$ cat src/rtl/fe_fifo_packer.sv
// fe_fifo_packer: packs capture-stage FIFO entries into 16-bit words.
// Data entries become one word with a saturated 3-bit timestamp. TIME entries
// become two words carrying the full 16-bit timestamp. A small circular queue
// absorbs bursts while a two-word record drains or downstream is full.

`ifndef FE_FIFO_CMD_TIME
`define FE_FIFO_CMD_TIME 2'd2
`endif

module fe_fifo_packer #(
  parameter int          pQUEUE_DEPTH = 4,
  parameter logic [1:0]  pCMD_TIME    = `FE_FIFO_CMD_TIME,
  parameter int          pCOUNT_WIDTH = 16
) (
  input  logic                    fe_clk,
  input  logic                    reset_i,
  input  logic                    I_fifo_wr,
  input  logic [1:0]              I_fifo_command,
  input  logic [15:0]             I_fifo_time,
  input  logic [7:0]              I_fifo_data,
  input  logic                    I_flush,
  input  logic                    I_out_full,
  output logic                    O_out_wr,
  output logic [15:0]             O_out_data,
  output logic                    O_busy,
  output logic                    O_overflow,
  output logic                    O_ts_clipped,
  output logic [pCOUNT_WIDTH-1:0] O_word_count
);

  localparam int ptr_width = $clog2(pQUEUE_DEPTH);
  localparam int cnt_width = ptr_width + 1;
  localparam logic [cnt_width-1:0] full_count = cnt_width'(pQUEUE_DEPTH);

  typedef struct packed {
    logic [1:0]  cmd;
    logic [15:0] tstamp;
    logic [7:0]  data;
  } entry_t;

  typedef enum logic {
    IDLE = 1'b0,
    TAIL = 1'b1
  } state_t;

  entry_t                 mem [pQUEUE_DEPTH];
  logic [ptr_width-1:0]   wr_ptr;
  logic [ptr_width-1:0]   rd_ptr;
  logic [cnt_width-1:0]   count;
  logic [7:0]             tail_q;
  state_t                 state_q;
  state_t                 state_d;

  entry_t                 head;
  logic                   is_time;
  logic                   queue_full;
  logic                   push;
  logic                   pop;
  logic                   emit;
  logic                   set_clip;
  logic [15:0]            word;
  logic [2:0]             ts3;

  assign head       = mem[rd_ptr];
  assign is_time    = (head.cmd == pCMD_TIME);
  assign queue_full = (count == full_count);
  // Flush discards a coincident entry; a full queue drops it even if a pop happens.
  assign push       = I_fifo_wr && !queue_full && !I_flush && !reset_i;
  assign ts3        = (|head.tstamp[15:3]) ? 3'd7 : head.tstamp[2:0];
  assign O_busy     = (count != '0) || (state_q != IDLE);

  // Next-state and word selection: IDLE pops and emits, TAIL emits the second TIME word.
  always_comb begin
    // NOTE: every signal gets a default first so no path leaves it unassigned (no latch).
    state_d  = state_q;
    pop      = 1'b0;
    emit     = 1'b0;
    set_clip = 1'b0;
    word     = '0;
    case (state_q)
      IDLE: begin
        if (count != '0 && !I_out_full) begin
          pop  = 1'b1;
          emit = 1'b1;
          if (is_time) begin
            word    = {head.cmd, 1'b0, 3'b000, 2'b00, head.tstamp[15:8]};
            state_d = TAIL;
          end else begin
            word     = {head.cmd, 1'b0, ts3, 2'b00, head.data};
            set_clip = |head.tstamp[15:3];
          end
        end
      end
      TAIL: begin
        if (!I_out_full) begin
          emit    = 1'b1;
          word    = {pCMD_TIME, 1'b1, 3'b000, 2'b00, tail_q};
          state_d = IDLE;
        end
      end
      default: state_d = IDLE;
    endcase
  end

  // Queue storage write; contents are only meaningful below the occupancy count.
  always_ff @(posedge fe_clk) begin
    // NOTE: the storage array has no reset; pointers and count define validity.
    if (push) mem[wr_ptr] <= '{cmd: I_fifo_command, tstamp: I_fifo_time, data: I_fifo_data};
  end

  // Control state, queue pointers, output register, sticky flags and word counter.
  always_ff @(posedge fe_clk) begin
    // NOTE: non-blocking assignments so every register samples pre-edge values.
    if (reset_i) begin
      state_q      <= IDLE;
      wr_ptr       <= '0;
      rd_ptr       <= '0;
      count        <= '0;
      tail_q       <= '0;
      O_out_wr     <= 1'b0;
      O_out_data   <= '0;
      O_overflow   <= 1'b0;
      O_ts_clipped <= 1'b0;
      O_word_count <= '0;
    end else if (I_flush) begin
      state_q      <= IDLE;
      wr_ptr       <= '0;
      rd_ptr       <= '0;
      count        <= '0;
      tail_q       <= '0;
      O_out_wr     <= 1'b0;
      O_overflow   <= 1'b0;
      O_ts_clipped <= 1'b0;
      O_word_count <= '0;
    end else begin
      state_q <= state_d;
      if (push) wr_ptr <= wr_ptr + ptr_width'(1);
      if (pop)  rd_ptr <= rd_ptr + ptr_width'(1);
      case ({push, pop})
        2'b10:   count <= count + cnt_width'(1);
        2'b01:   count <= count - cnt_width'(1);
        default: count <= count;
      endcase
      if (pop && is_time) tail_q <= head.tstamp[7:0];
      O_out_wr <= emit;
      if (emit) O_out_data <= word;
      if (I_fifo_wr && queue_full) O_overflow <= 1'b1;
      if (set_clip) O_ts_clipped <= 1'b1;
      if (emit && O_word_count != '1) O_word_count <= O_word_count + pCOUNT_WIDTH'(1);
    end
  end

endmodule

$ cat config.mk
export PLATFORM = sky130hd
export DESIGN_NAME = fe_fifo_packer
export DESIGN_NICKNAME = d
export VERILOG_FILES = /design/src/rtl/fe_fifo_packer.sv
export SDC_FILE = /design/constraint.sdc
export NUM_CORES = 1
export LEC_CHECK = 0
export CAP_MARGIN = 0
export CORE_ASPECT_RATIO = 0.8
export CORE_MARGIN = 2
export CORE_UTILIZATION = 41
export CTS_BUF_LIST = sky130_fd_sc_hd__clkbuf_16
export DETAILED_ROUTE_END_ITERATION = 12
export PLACE_DENSITY_LB_ADDON = 0.08
export REMOVE_ABC_BUFFERS = 1
export SYNTH_ARGS = -nofsm -noshare
export SYNTH_HDL_FRONTEND = slang
export SYNTH_SLANG_ARGS = --single-unit
$ cat constraint.sdc
create_clock -name fe_clk -period 3.1 [get_ports fe_clk]
set_input_delay 0.93 -clock fe_clk [delete_from_list [all_inputs] [get_ports fe_clk]]
set_output_delay 0.93 -clock fe_clk [all_outputs]
set_load 0.05 [all_outputs]
==> results of run 1 <==
-- metal layers --
| metal | track usage, % | up-vias |
|---|---|---|
| li1 | - | 1695 |
| met2 | 25.5 | 73 |
| met3 | 5.37 | 9 |
| met4 | 5.20 | 0 |
| met1 | 23.0 | 1748 |
| met5 | 0 | - |
-- cells in the final DEF, fill, tap and decap left out, types with 9 or more instances in the layout --
cell,netlist,final
mux4_2,26,26
nor3_1,9,9
nand2_1,17,17
clkbuf_16,0,17
nor2_1,44,44
buf_4,2,11
or3_1,9,9
mux2i_1,9,9
edfxtp_1,104,104
a21oi_1,18,18
dfxtp_1,51,50
inv_1,9,12
clkdlybuf4s50_1,0,64
-- cell usage after synthesis (9+ instances only) --
cell / count / area share [%]
a21oi_1: 18 / 1.5
clkbuf_1: 9 / 0.55
dfxtp_1: 51 / 17
edfxtp_1: 104 / 51
inv_1: 9 / 0.55
mux2i_1: 9 / 1.5
mux4_2: 26 / 9.5
nand2_1: 17 / 1.0
nor2_1: 44 / 2.7
nor3_1: 9 / 0.73
or3_1: 9 / 0.92
-- sequential cells by signal, indices dropped and copies added, names as in the netlist, 2 cells and up, named ones only --
signal	flops
count	3
O_out_data	14
mem	104
tail_q	8
wr_ptr	2
rd_ptr	2
O_word_count	16
-- area by class of cell --
type                            count  area, sq um  share of cell area, %
Clock inverter                     14         86.3                   1.14
Inverter                           10         37.5                  0.494
Sequential cell                   155         4150                   54.5
Tap cell                          189          236                   3.11
Multi-Input combinational cell    220         1830                   24.1
Timing Repair Buffer               81          843                   11.1
Clock buffer                       17          425                   5.59
-- power groups by stage --
| stage | sequential (mW) | combinational [mW] | clock [mW] |
|---|---|---|---|
| 3_3_place_gp | 2.27 | 0.160 | 0 |
| 3_5_place_dp | 2.27 | 0.161 | 0 |
| 6_report | 2.23 | 0.159 | 1.79 |
| 4_1_cts | 2.23 | 0.162 | 1.83 |
| 2_1_floorplan | 2.28 | 0.0581 | 0 |
| 5_1_grt | 2.23 | 0.173 | 1.93 |
-- logic make-up after synthesis --
| group | Yosys count | synth area share, % |
|---|---|---|
| buffers and inverters | 33 | 2.89 |
| xor gates and xnor gates | 14 | 1.99 |
| AOI/OAI and AO/OA | 49 | 5.88 |
| adders and majority gates | 7 | 1.55 |
| and+or+nand+nor | 113 | 9.26 |
| other | 1 | 0.0610 |
| muxes | 35 | 11.0 |
| DFF | 155 | 67.4 |
-- worst max path at each step --
stage                                  endpoint  slack (ns)             startpoint
after global placement    count[2]$_SDFFE_PP0P_        0.06             I_out_full
after detailed placement  count[2]$_SDFFE_PP0P_       -0.02             I_out_full
after global routing                     O_busy        0.08  count[2]$_SDFFE_PP0P_
final                                    O_busy        0.19  count[2]$_SDFFE_PP0P_
after CTS                                O_busy        0.18  count[2]$_SDFFE_PP0P_
after floorplan           count[2]$_SDFFE_PP0P_        0.13                reset_i
-- tightest hold or removal path, delay by kind of cell (launching register included) --
family,cells,cell delay (ns)
simple gates,1,0.06
compound gates,1,0.04
flops,1,0.32
-- per-stage QoR --
stage | cells | worst slack (ns)
finish | 686 | 0.194
detailed placement | 655 | -0.0150
floorplan | 385 | 0.133
global placement | 655 | 0.0566
CTS | 686 | 0.175
global route | 686 | 0.0766
==> summary.txt, run 1 <==
Status
  • Outcome: finished clean

Floorplan
  • Effective utilization at floorplan: around two fifths
  • Standard-cell rows: 40
  • Y dimension of the die: 114 um
  • Total Die Area: 16000 sq um
  • Area of the placeable core: 14900 sq um
  • Die extent in x: 141 um
  • I/O pins: 67

Finish
  • Final instance area: roughly 7600 sq um
  • Final layout net count: 523
  • Fraction of final layout cells with drive strength greater than 1: between 10% and 20%
  • Number of fill cells in the layout: 1264
  • Utilization after layout: about 51%
  • N_diodes: 0
  • Area Overhead vs Synth: 23.7%

Logic synthesis
  • Synth Instances: 407
  • Synth Warn #: 0
  • Post-synthesis average cell area: about 15 sq um
  • Synthesized flop and latch total: roughly 160
  • Sequential area share after synthesis: 67.4%
  • Asr flop ratio synth: 0%
  • Main flop type after synthesis: edfxtp_1
  • Post-Synthesis Cell Area: roughly 6100 sq um
  • Number of enable-type register cells in the synthesized netlist: 104
  • Distinct cells, synth: 50

Drt
  • Uppermost layer routed: met4
  • Detailed-route wire length: 12.4 mm
  • Met2 layer wire length in the routed design: 5.81 mm
  • Detailed-route via count: approximately 3500
  • WL met1: between 5 and 6 mm
  • DRC violation total after the first TritonRoute iteration: 176
  • DR pass1 iterations: 4
  • Wire length per cell after detailed routing: roughly 18 um
  • Met3 routed WL: 553 um
  • Via-to-Cell Ratio: 5.14
  • Post-route DRC violation count: 0
  • Final antenna-violating net count: 0

Critical path
  • Worst setup slack for register-to-register paths: 0.63 ns
  • Buffers & Inverters on Critical Path: 3
  • Data required, critical path: 2.17 ns
  • Number of cell instances on the worst register-to-register path: 6
  • Crit path max fanout: 7
  • Slowest Stage Delay on Critical Path: 0.69 ns
  • CP delay by family, top: buffers and inverters
  • Worst Setup Start Kind: register
  • Kind of critical path: register to output pin
  • Stages on the worst setup path: 4
  • Ordered list of cells on the worst path: nor4_2 -> buf_4 -> inv_1 -> clkdlybuf4s50_1
  • Crit end category: output pin
  • CP arrival: 1.98 ns
  • Critical R2R Capture: O_ts_clipped$_SDFFE_PP0P_
  • Cell with the largest stage delay on the worst path: clkdlybuf4s50_1

Clock tree
  • CTS clk-pin slew, worst paths: 0.06 ns
  • Clock latency on the worst-skew pair: 0.42 ns
  • Total of hold buffers inserted after clock tree synthesis: 0
  • CTS H-Tree Depth: 4
  • Maximum number of buffers from clock root to sink: 2
  • CTS tree: built
  • Root buffer selected by CTS: clkbuf_16
  • Count of cells resized by post-cts repair: 0
  • Total clock sinks: 155
  • Buffers inserted during post-CTS setup optimization: 0
  • Number of buffers inserted during clock tree synthesis: 17

Global routing
  • First-pass GRT wire length: 19.8 mm
  • Maximum number of pins on one net before global-route repair: 33
  • Final global-route overflow total: 0
  • Aggregate global-route resource usage: 16.7%
  • Number of global-route vias before repair: 3505
  • Antenna violations before repair: 0

STA
  • Share of the clock period used by the worst path after layout: 93.7%
  • Time the worst path needs with I/O delays and setup: about 2.9 ns
  • Tightest hold margin: about 0.46 ns
  • Measured slew at the worst slew-check pin: approximately 0.84 ns
  • Setup TNS Final: 0 ns
  • Max-Slew Margin vs Limit: between 40% and 50%
  • Setup violations, final: 0
  • Count of pins over their slew limit: 0
  • Worst Clk Skew: 0.00749 ns
  • Unrepaired setup endpoints after global routing: no
  • Achievable clock frequency: 344 MHz
  • Final Hold Violating Endpoints: 0

Power and ir drop
  • Worst VDD drop: 0.000394 V
  • Switch Pwr: 880 uW
  • Overall power after layout: 4.18 mW
  • Portion of total power attributed to the clock network: 42.8%
  • Power density over cell area: 549 nW/um^2
  • Share of power burned in registers: 53.4%
  • Leakage: 2.37 nW
  • Switch share: around a fifth
  • Logic pwr share: about 3.8%
  • Internal power: 3.30 mW

Placement
  • Total half-perimeter wirelength after legalization and detailed placement: 7.82 mm
  • Area after detailed placement: a little over 7000 sq um
  • IO Port Bufs: 64
  • Final RePlAce weighted congestion: 0.739

Hold path
  • Min-Delay Startpoint: O_overflow$_SDFFE_PP0P_
  • Class of the worst hold path: register to register
  • Cell count of the worst hold path: 2
  • Hold endpoint: O_overflow$_SDFFE_PP0P_

Flow run
  • Max-cap violations: 0
No activity file was read; power rests on OpenSTA's default activity.
==> inputs of run 2 (changes only) <==
--- a/config.mk
+++ b/config.mk
@@ -8,10 +8,11 @@
 export CAP_MARGIN = 0
 export CORE_ASPECT_RATIO = 0.8
 export CORE_MARGIN = 2
-export CORE_UTILIZATION = 41
+export CORE_UTILIZATION = 28
 export CTS_BUF_LIST = sky130_fd_sc_hd__clkbuf_16
 export DETAILED_ROUTE_END_ITERATION = 12
 export PLACE_DENSITY_LB_ADDON = 0.08
+export RECOVER_POWER = 25
 export REMOVE_ABC_BUFFERS = 1
 export SYNTH_ARGS = -nofsm -noshare
 export SYNTH_HDL_FRONTEND = slang
==> summary.txt, run 2 (synthesis gave the netlist of run 1 again) <==
Status
  • Outcome: finished clean

Clock tree
  • Total clock sinks: ~160
  • CTS tree: built
  • Buffers inserted during post-CTS setup optimization: 0
  • Count of cells resized by post-cts repair: 0
  • Clock latency on the worst-skew pair: 0.42 ns
  • Total of hold buffers inserted after clock tree synthesis: 0
  • Root buffer selected by CTS: clkbuf_16
  • Maximum number of buffers from clock root to sink: 2
  • Number of buffers inserted during clock tree synthesis: 17
  • CTS H-Tree Depth: 4
  • CTS clk-pin slew, worst paths: 0.06 ns

STA
  • Max-Slew Margin vs Limit: 37.1%
  • Achievable clock frequency: ~350 MHz
  • Share of the clock period used by the worst path after layout: 92.2%
  • Time the worst path needs with I/O delays and setup: 2.86 ns
  • Unrepaired setup endpoints after global routing: no
  • Setup TNS Final: 0 ns
  • Worst Clk Skew: 0.00556 ns
  • Setup violations, final: 0
  • Final Hold Violating Endpoints: 0
  • Count of pins over their slew limit: 0
  • Tightest hold margin: 0.467 ns
  • Measured slew at the worst slew-check pin: 0.935 ns

Global routing
  • Final global-route overflow total: 0
  • Antenna violations before repair: 0
  • Aggregate global-route resource usage: 13.0%
  • Number of global-route vias before repair: 3528
  • Maximum number of pins on one net before global-route repair: 33
  • First-pass GRT wire length: 21.6 mm

Floorplan
  • Standard-cell rows: 48
  • Area of the placeable core: 21600 sq um
  • Y dimension of the die: around 140 um
  • I/O pins: 67
  • Effective utilization at floorplan: 28.5%
  • Die extent in x: between 150 and 200 um
  • Total Die Area: approximately 23000 sq um

Placement
  • Final RePlAce weighted congestion: approximately 0.73
  • IO Port Bufs: 64
  • Total half-perimeter wirelength after legalization and detailed placement: between 9 and 10 mm

Finish
  • Number of fill cells in the layout: 2053
  • Seq. cell area: 4150 sq um
  • Flip-flop count of the largest register, all copies and words added: 104
  • Register name with the most flops: mem
  • Area Overhead vs Synth: 26.7%
  • Fraction of final layout cells with drive strength greater than 1: 17.8%
  • Final layout net count: 525
  • Area of combinational cells with multiple inputs: 1830 sq um
  • Largest registers ranked by flip-flop count: mem (104), O_word_count (16), O_out_data (14)
  • Commonest cells after routing, fill and taps aside: 104 x edfxtp_1, 50 x dfxtp_1, 45 x clkdlybuf4s50_1
  • N_diodes: 0
  • Most common library cell in the layout ignoring fill and taps: edfxtp_1

Drt
  • Wire length per cell after detailed routing: ~19 um
  • DR pass1 iterations: 4
  • DRC violation total after the first TritonRoute iteration: 219
  • Final antenna-violating net count: 0
  • Detailed-route via count: ~3600
  • Detailed-route wire length: approximately 14 mm
  • Post-route DRC violation count: 0
  • Via-to-Cell Ratio: 4.61

Critical path
  • Endpoint of the most critical setup path: O_busy
  • Critical R2R Capture: O_ts_clipped$_SDFFE_PP0P_
  • CP arrival: 1.93 ns
  • Number of cell instances on the worst register-to-register path: 6
  • Kind of critical path: register to output pin
  • Data required, critical path: 2.17 ns
  • Crit path max fanout: 6
  • Worst setup slack for register-to-register paths: 0.63 ns
  • Setup crit start: count[2]$_SDFFE_PP0P_
  • Worst Setup Start Kind: register
  • Crit end category: output pin

Power and ir drop
  • Leakage: approximately 2.4 nW
  • Power density over cell area: 571 nW/um^2
  • Worst VDD drop: about 0.00029 V

Flow run
  • Max-cap violations: 0

Hold path
  • Class of the worst hold path: register to register
## run 2: cell types whose count changed in the layout (fill, tap and decap cells not counted), sizes merged
cell / delta
buf: +2
bufinv: +3
clkinvlp: -3
clkdlybuf4s50: -19
clkinv: +1
dlygate4sd3: +19
## run 2: where the power goes
group,internal [mW],switching [mW]
clock network,1.25,0.809
logic,0.0683,0.0932
registers,2.22,0.00650
total,3.54,0.908
## run 2: layout make-up
type | count | share of cell area (%)
repair buffers | 83 | 10.9
clock inverters | 15 | 2.04
well taps | 275 | 4.42
multi-input cells | 220 | 23.5
inverters | 10 | 0.482
clock buffers | 17 | 5.46
flip-flops and latches | 155 | 53.2
## run 2: worst min path at each step
stage,startpoint,end,slack [ns],cells after the start
after floorplan,tail_q[1]$_SDFFE_PP0P_,tail_q[1]$_SDFFE_PP0P_,0.45,2
after global placement,O_out_data[14]$_SDFFE_PP0P_,O_out_data[14]$_SDFFE_PP0P_,0.45,2
after detailed placement,O_out_data[14]$_SDFFE_PP0P_,O_out_data[14]$_SDFFE_PP0P_,0.47,2
after CTS,O_out_data[14]$_SDFFE_PP0P_,O_out_data[14]$_SDFFE_PP0P_,0.48,2
after global routing,O_out_data[14]$_SDFFE_PP0P_,O_out_data[14]$_SDFFE_PP0P_,0.50,2
final,O_out_data[14]$_SDFFE_PP0P_,O_out_data[14]$_SDFFE_PP0P_,0.47,2
## run 2: metrics by stage
stage	power (mW)	instances	setup WS, ns	utilization [%]	area, sq um
after floorplan	2.34	385	0.133	-	6010
after global placement	2.44	743	0.0524	33.4	7200
after detailed placement	2.44	743	0.00856	33.4	7200
after CTS	4.52	775	0.228	36.1	7790
after global routing	4.60	775	0.116	36.1	7790
final	4.45	775	0.240	36.1	7790
## run 2: worst max-delay path, stage by stage (launching register included)
cell	delay, ns
dfxtp_1	0.36
nor4_2	0.36
inv_1	0.08
clkdlybuf4s50_1	0.71
## run 2: metal layers
metal,up-vias,share of wire [%],wire (um),GRT usage (%)
met3,14,3.1,440,2.83
met5,-,0,0,0
li1,1700,-,-,-
met2,57,46,6620,19.6
met4,0,1.2,172,4.56
met1,1802,50,7150,18.5
==> inputs of run 3 (changes only) <==
--- a/config.mk
+++ b/config.mk
@@ -12,7 +12,6 @@
 export CTS_BUF_LIST = sky130_fd_sc_hd__clkbuf_16
 export DETAILED_ROUTE_END_ITERATION = 12
 export PLACE_DENSITY_LB_ADDON = 0.08
-export RECOVER_POWER = 25
 export REMOVE_ABC_BUFFERS = 1
 export SYNTH_ARGS = -nofsm -noshare
 export SYNTH_HDL_FRONTEND = slang
==> summary.txt, run 3 (synthesis gave the netlist of run 1 again) <==
Status
  • Outcome: finished clean

STA
  • Share of the clock period used by the worst path after layout: 92.2%
  • Count of pins over their slew limit: 0
  • Final Hold Violating Endpoints: 0
  • Time the worst path needs with I/O delays and setup: between 2 and 3 ns
  • Achievable clock frequency: about 350 MHz
  • Max-Slew Margin vs Limit: 37.1%
  • Final WS setup: ~0.24 ns
  • Measured slew at the worst slew-check pin: 0.935 ns
  • Worst Clk Skew: 0.00593 ns
  • Setup violations, final: 0
  • Setup TNS Final: 0 ns
  • Unrepaired setup endpoints after global routing: no

Finish
  • Fraction of final layout cells with drive strength greater than 1: between 15 and 20%
  • Final layout net count: 525
  • Commonest cells after routing, fill and taps aside: 104 x edfxtp_1, 64 x clkdlybuf4s50_1, 50 x dfxtp_1
  • Area Overhead vs Synth: 26.7%
  • N_diodes: 0
  • Flip-flop count of the largest register, all copies and words added: 104
  • Register name with the most flops: mem
  • Largest registers ranked by flip-flop count: mem (104), O_word_count (16), O_out_data (14)
  • Most common library cell in the layout ignoring fill and taps: edfxtp_1

Hold path
  • Class of the worst hold path: register to register
  • Min-Delay Startpoint: O_out_data[14]$_SDFFE_PP0P_
  • Cell count of the worst hold path: 2
  • Hold endpoint: O_out_data[14]$_SDFFE_PP0P_

Placement
  • Total half-perimeter wirelength after legalization and detailed placement: 9.33 mm
  • Final RePlAce weighted congestion: 0.728
  • IO Port Bufs: 64
  • Place WS: 0.00856 ns

Floorplan
  • I/O pins: 67
  • Total Die Area: between 20000 and 25000 sq um
  • Effective utilization at floorplan: 28.5%
  • Area of the placeable core: between 20000 and 25000 sq um
  • Y dimension of the die: 137 um
  • Die extent in x: between 150 and 200 um
  • Standard-cell rows: 48

Global routing
  • Antenna violations before repair: 0
  • Aggregate global-route resource usage: 13.0%
  • Final global-route overflow total: 0
  • First-pass GRT wire length: 21.6 mm
  • GR met3 Demand/Resource: 2.83%
  • Maximum number of pins on one net before global-route repair: 33
  • Layer with the highest usage after global routing: met2
  • Number of global-route vias before repair: around 3500
  • Met1 usage in global routing: roughly 18%
  • Met2 track utilization from global routing: 19.6%

Critical path
  • Worst setup slack for register-to-register paths: 0.64 ns
  • Worst Setup Start Kind: register
  • CP arrival: 1.93 ns
  • Crit path max fanout: 6
  • Crit end category: output pin
  • Number of cell instances on the worst register-to-register path: 6
  • Data required, critical path: between 2 and 2.5 ns
  • Kind of critical path: register to output pin
  • Critical R2R Capture: O_ts_clipped$_SDFFE_PP0P_

Power and ir drop
  • Portion of total power attributed to the clock network: 46.2%
  • Switch share: 20.4%
  • Leakage: ~2.4 nW
  • Internal power: 3.55 mW
  • Share of power burned in registers: 50.1%
  • Logic pwr share: under 10%
  • Worst VDD drop: between 0.0002 and 0.0003 V
  • Switch Pwr: 907 uW
  • Power density over cell area: 572 nW/um^2

Clock tree
  • CTS tree: built
  • Root buffer selected by CTS: clkbuf_16
  • Count of cells resized by post-cts repair: 0
  • Total of hold buffers inserted after clock tree synthesis: 0
  • Total clock sinks: 155
  • Buffers inserted during post-CTS setup optimization: 0
  • CTS H-Tree Depth: 4
  • CTS clk-pin slew, worst paths: 0.06 ns
  • Clock latency on the worst-skew pair: 0.42 ns
  • Maximum number of buffers from clock root to sink: 2
  • Number of buffers inserted during clock tree synthesis: 17

Drt
  • DR pass1 iterations: 4
  • Via-to-Cell Ratio: 4.60
  • Final antenna-violating net count: 0
  • Detailed-route via count: 3567
  • Wire length per cell after detailed routing: 18.5 um
  • DRC violation total after the first TritonRoute iteration: 217
  • Detailed-route wire length: 14.4 mm
  • Post-route DRC violation count: 0

Flow run
  • Max-cap violations: 0
run 3: cell count changes in the layout (fill, tap and decap cells not counted):
cell / previous run / this run
clkdlybuf4s50_1: 45 / 64
dlygate4sd3_1: 19 / 0
run 3: critical path, stage by stage (launching register included):
cell and delay, ns:
dfxtp_1 0.36, nor4_2 0.36, inv_1 0.08, clkdlybuf4s50_1 0.71
run 3: power by group through the flow:
stage / Clock, mW / Combinational, mW / Sequential, mW
5_1_grt: 2.19 / 0.181 / 2.23
4_1_cts: 2.12 / 0.170 / 2.23
3_5_place_dp: 0 / 0.169 / 2.27
3_3_place_gp: 0 / 0.167 / 2.27
6_report: 2.06 / 0.166 / 2.23
2_1_floorplan: 0 / 0.0581 / 2.28
run 3: worst max path at each step:
stage,from,end,slack (ns),depth (start not counted)
floorplan,reset_i,count[2]$_SDFFE_PP0P_,0.13,9
global placement,I_out_full,count[2]$_SDFFE_PP0P_,0.05,9
detailed placement,I_out_full,count[2]$_SDFFE_PP0P_,0.009,9
CTS,count[2]$_SDFFE_PP0P_,O_busy,0.23,3
global route,count[2]$_SDFFE_PP0P_,O_busy,0.12,3
finish,count[2]$_SDFFE_PP0P_,O_busy,0.24,3
run 3: through the flow:
step | cells | area [sq um] | power, mW | hold WS (ns) | utilization, %
after floorplan | 385 | 6010 | 2.34 | 0.453 | -
after global placement | 743 | 7200 | 2.44 | 0.449 | 33.4
after detailed placement | 743 | 7200 | 2.44 | 0.467 | 33.4
after CTS | 775 | 7790 | 4.52 | 0.475 | 36.1
after global routing | 775 | 7790 | 4.60 | 0.498 | 36.1
final | 775 | 7790 | 4.45 | 0.467 | 36.1
run 3: cell type report:
class | count | area (sq um)
fillers | 2053 | 13800
flip-flops and latches | 155 | 4150
multi-input cells | 220 | 1830
repair buffers | 83 | 846
clock buffers | 17 | 425
well taps | 275 | 344
clock inverters | 15 | 159
inverters | 10 | 37.5
run 3: layer usage:
layer  share of wire, %  vias up
met1                 50     1795
met3                3.1       14
li1                   -     1701
met2                 46       57
met5                  0        -
met4                1.2        0
